File: config.mk
export PLATFORM = sky130hd
export DESIGN_NAME = key_input_ctrl
export DESIGN_NICKNAME = d
export VERILOG_FILES = /design/src/rtl/key_input_ctrl.sv
export SDC_FILE = /design/constraint.sdc
export NUM_CORES = 1
export LEC_CHECK = 0
export CORE_MARGIN = 5
export CORE_UTILIZATION = 35
export DETAILED_ROUTE_END_ITERATION = 8
export GPL_ROUTABILITY_DRIVEN = 0
export PLACE_DENSITY = 0.83
export SYNTH_ARGS = -nofsm -noshare
export SYNTH_HDL_FRONTEND = slang
export SYNTH_SLANG_ARGS = --single-unit
File: constraint.sdc
create_clock -name clk -period 1.5 [get_ports clk]
set_clock_uncertainty 0.15 [all_clocks]
set_input_delay 0.3 -clock clk [delete_from_list [all_inputs] [get_ports clk]]
set_output_delay 0.3 -clock clk [all_outputs]
set_load 0.01 [all_outputs]
File: src/rtl/key_input_ctrl.sv
// Key input controller: captures the switch bank on a confirm-key edge after a CPU request.
// Optional WAIT timeout is enabled by defining INPUT_TIMEOUT_EN.
module key_input_ctrl #(
    parameter int SW_W        = 24,
    parameter int TIMEOUT_CYC = 100000000
) (
    input  logic            clk,
    input  logic            rst,
    input  logic [SW_W-1:0] sw_i,
    input  logic            ck_i,
    input  logic            start_i,
    input  logic            req_i,
    input  logic [1:0]      mode_i,
    input  logic            ack_i,
    output logic [31:0]     data_o,
    output logic            valid_o,
    output logic            busy_o,
    output logic            start_pulse_o,
    output logic            timeout_o
);

    typedef enum logic [1:0] {IDLE, WAIT, HOLD} state_t;

    state_t      state, state_next;
    logic        ck_d, start_d;
    logic        ck_rise, start_rise;
    logic        capture, force_timeout, terminal;
    logic [23:0] sw24;

    assign ck_rise    = ck_i & ~ck_d;
    assign start_rise = start_i & ~start_d;
    assign sw24       = 24'(sw_i);

    function automatic logic [31:0] format_sw(input logic [23:0] sw, input logic [1:0] mode);
        case (mode)
            2'b00:   return {8'h00, sw};
            2'b01:   return {{16{sw[15]}}, sw[15:0]};
            2'b10:   return {24'h000000, sw[7:0]};
            default: return {{24{sw[7]}}, sw[7:0]};
        endcase
    endfunction

    // Delay registers reset high so a button held through reset never produces an edge.
    always_ff @(posedge clk) begin
        if (rst) begin
            ck_d          <= 1'b1;
            start_d       <= 1'b1;
            start_pulse_o <= 1'b0;
        end else begin
            ck_d          <= ck_i;
            start_d       <= start_i;
            start_pulse_o <= start_rise;
        end
    end

`ifdef INPUT_TIMEOUT_EN
    localparam logic [26:0] TERM_CNT = 27'(TIMEOUT_CYC - 1);
    logic [26:0] wait_cnt;

    // Counter is held at zero outside WAIT, so it starts from zero on every WAIT entry.
    always_ff @(posedge clk) begin
        if (rst || state != WAIT)
            wait_cnt <= '0;
        else
            wait_cnt <= wait_cnt + 27'd1;
    end

    assign terminal = (state == WAIT) && (wait_cnt == TERM_CNT);
`else
    logic unused_timeout_cfg;
    assign unused_timeout_cfg = (TIMEOUT_CYC != 0);
    assign terminal           = 1'b0;
`endif

    always_ff @(posedge clk) begin
        if (rst)
            state <= IDLE;
        else
            state <= state_next;
    end

    // A key edge in WAIT always wins over a coincident terminal count.
    always_comb begin
        state_next    = state;
        capture       = 1'b0;
        force_timeout = 1'b0;
        case (state)
            IDLE: if (req_i) state_next = WAIT;
            WAIT: begin
                if (ck_rise) begin
                    capture    = 1'b1;
                    state_next = HOLD;
                end else if (terminal) begin
                    force_timeout = 1'b1;
                    state_next    = HOLD;
                end
            end
            HOLD: if (ack_i) state_next = IDLE;
            default: state_next = IDLE;
        endcase
    end

    always_ff @(posedge clk) begin
        if (rst) begin
            data_o    <= 32'h0;
            timeout_o <= 1'b0;
        end else if (capture) begin
            data_o    <= format_sw(sw24, mode_i);
            timeout_o <= 1'b0;
        end else if (force_timeout) begin
            data_o    <= 32'h0;
            timeout_o <= 1'b1;
        end else if (state == HOLD && ack_i) begin
            timeout_o <= 1'b0;
        end
    end

    assign busy_o  = (state == WAIT);
    assign valid_o = (state == HOLD);

endmodule

==> results.ini <==
[synth]
netlist_top_cells_area=dfxtp_1, a211oi_2, a21oi_1
synth_area_sq_um=1300
synth-simple-area-share_pct=18.5
synth_commonest_cells=dfxtp_1, a21oi_1, nor2_1, nand2_1, a211oi_2
synth_top_family_by_area=compound AO/OA/AOI/OAI gates
ys_types=27
yosysTopAreaCellShare_pct=46.2
yosys.cell_count.top_type=dfxtp_1
synth.largest_area_cell=dfxtp_1
ys_ff_latch=30
ys_warn_count=0
muxShareOfSynthArea_pct=0
synth_compound_area_share_pct=25.5
synth_nets=172
synth_adder_area_share_pct=0
syn_inst=140
ys.flop_type=dfxtp_1
yosysSeqAreaShare_pct=46.2
synth_edf_count=0
synth_xor_area_share_pct=0
synth-async-reset-ratio_pct=0
syn_avg_cell_area_sq_um=9.29

[power]
clkPwrFrac_pct=42.1
p_comb_share_pct=14.1
cellPowerDensity_nw_per_um2=882
p_leak_nw=0.937
p_sw_mw=0.430
p_seq_share_pct=43.8
switching_share_pct=22.7
ir_worst_vdd_mv=0.702
p_int_mw=1.46
total_power_mw=1.89

[die]
start_util_pct=35.8
ioPinCount=68
rows=22
die_h_um=70.9
die_width_um=70.9
die-area_sq_um=5030
coreArea_sq_um=3630

[global_routing]
grt_max_degree=25
antenna_found_initial=0
overflow=0
grt_pass1_wl_um=5180
grt_pass1_vias=1136
gr-usage-all-layers_pct=13.0

[layout]
fin_cells=259
fin_nets=242
drive_above_1_share_pct=22.7
final_area_sq_um=2150
utilization_pct=59.1
antennaDiodeCount=0
area_growth_pct=65.1
nFillCells=365

[run_status]
status=completed

[setup_path]
r2r_setup_slack_ps=130
critPathArrivalTime_ps=1530
cp-end-kind=register
path_class=in -> reg
required_ps=1560
worstPathMaxFanout=12
cp-start-kind=input pin

[cts]
clk_path_buf_depth=2
htree_num_levels=2
tritoncts=yes
clkSlewWorstSetupHoldPaths_ps=70
cts_made_buffers=5
insertion_delay_ps=280
root_buffer=clkbuf_8
hold_buffers=0
clkSinkCount=30

[sta]
period_share_pct=98.4
hold_violations=0
final_max_slew_viol_count=0
rsz0062_at_grt=yes
fin_crit_ps=1480
setup_tns_ps=0
fmax_mhz=678
setup_viol=0

[detailed_routing]
via_count=1196
drtAntennaViolNets=0
avgRoutedWirePerCell_um=13.2
wirelength_um=3420
via_per_inst=4.62
initialDrtViolationCount=39
dr.pass1.iters=4
drc=0

[place]
place_inst=249
placed_cell_area_sq_um=2020
hpwl_um=2520
io_buffer_count=66

[hold_path]
hp-class=reg -> reg

[job]
cap_violations=0

==> registers in the layout, summed over array words and instances, names as in the netlist <==
name,cells
data_o,25
state,2
ck_d,1
start_d,1
start_pulse_o,1
==> placed cells by master, fill, tap and decap left out, types with 2 or more instances in the layout <==
cell type        instances
nor3_1                   3
nand2_1                 16
clkbuf_8                 5
dfxtp_2                  3
dfxtp_1                 27
clkinv_2                 2
a211oi_2                15
nand3b_1                 2
nor2_1                  16
or2_2                    2
buf_12                   3
clkdlybuf4s50_1         30
a21oi_1                 24
buf_4                   10
dlygate4sd2_1           33
==> per-layer routing <==
metal | global-route usage [%] | up-vias | routed length, um
met1 | 14.8 | 527 | 1490
met4 | 3.76 | 0 | 33
met2 | 21.0 | 55 | 1550
li1 | - | 609 | -
met5 | 0 | - | 0
met3 | 7.24 | 5 | 344
==> final cells by class <==
cell class              count  area, sq um  share of cell area, %
well taps                  48         60.1                   2.80
repair buffers             80          777                   36.2
clock inverters             3         40.0                   1.87
flip-flops and latches     30          604                   28.2
inverters                   1         3.75                  0.175
multi-input cells          92          592                   27.6
clock buffers               5         68.8                   3.21
==> worst paths after layout <==
kind	startpoint	to	depth (start not counted)
hold / removal	start_d	start_pulse_o	1
setup / recovery	ck_i	data_o[13]	5
setup reg to reg	state[0]	data_o[13]	5
hold reg to reg	start_d	start_pulse_o	1
==> timing repair <==
action                     4_1_cts  5_1_grt
gates resized for setup         41        7
setup buffers                    0        1
cloned                           0        1
pin swaps                        0        1
setup endpoints to repair       43       18
==> stage by stage <==
step | setup slack [ps] | hold slack [ps]
floorplan | 288 | 223
global placement | -289 | 227
detailed placement | -353 | 236
CTS | 7.12 | 246
global route | -10.1 | 259
finish | 24.3 | 244
==> cell families (layout without fill, tap and decap cells) <==
| kind of cell | after synthesis | count (layout) |
|---|---|---|
| other cells | 1 | 1 |
| simple gates | 49 | 49 |
| compound gates | 42 | 42 |
| flops | 30 | 30 |
| buf+inv | 18 | 89 |
==> critical path: stages <==
cell and delay (ps):
clkdlybuf4s50_1 520, and4bb_4 300, clkbuf_16 180, nor2_1 50
a211oi_2 170
==> power by group through the flow <==
stage	Combinational, mW	Clock (mW)	Sequential (mW)
final	0.267	0.798	0.829
after global routing	0.289	0.851	0.831
after CTS	0.255	0.816	0.829
after detailed placement	0.267	0	0.847
after global placement	0.263	0	0.847
after floorplan	0.0983	0	0.855
Power figures use the tool's default switching activity.
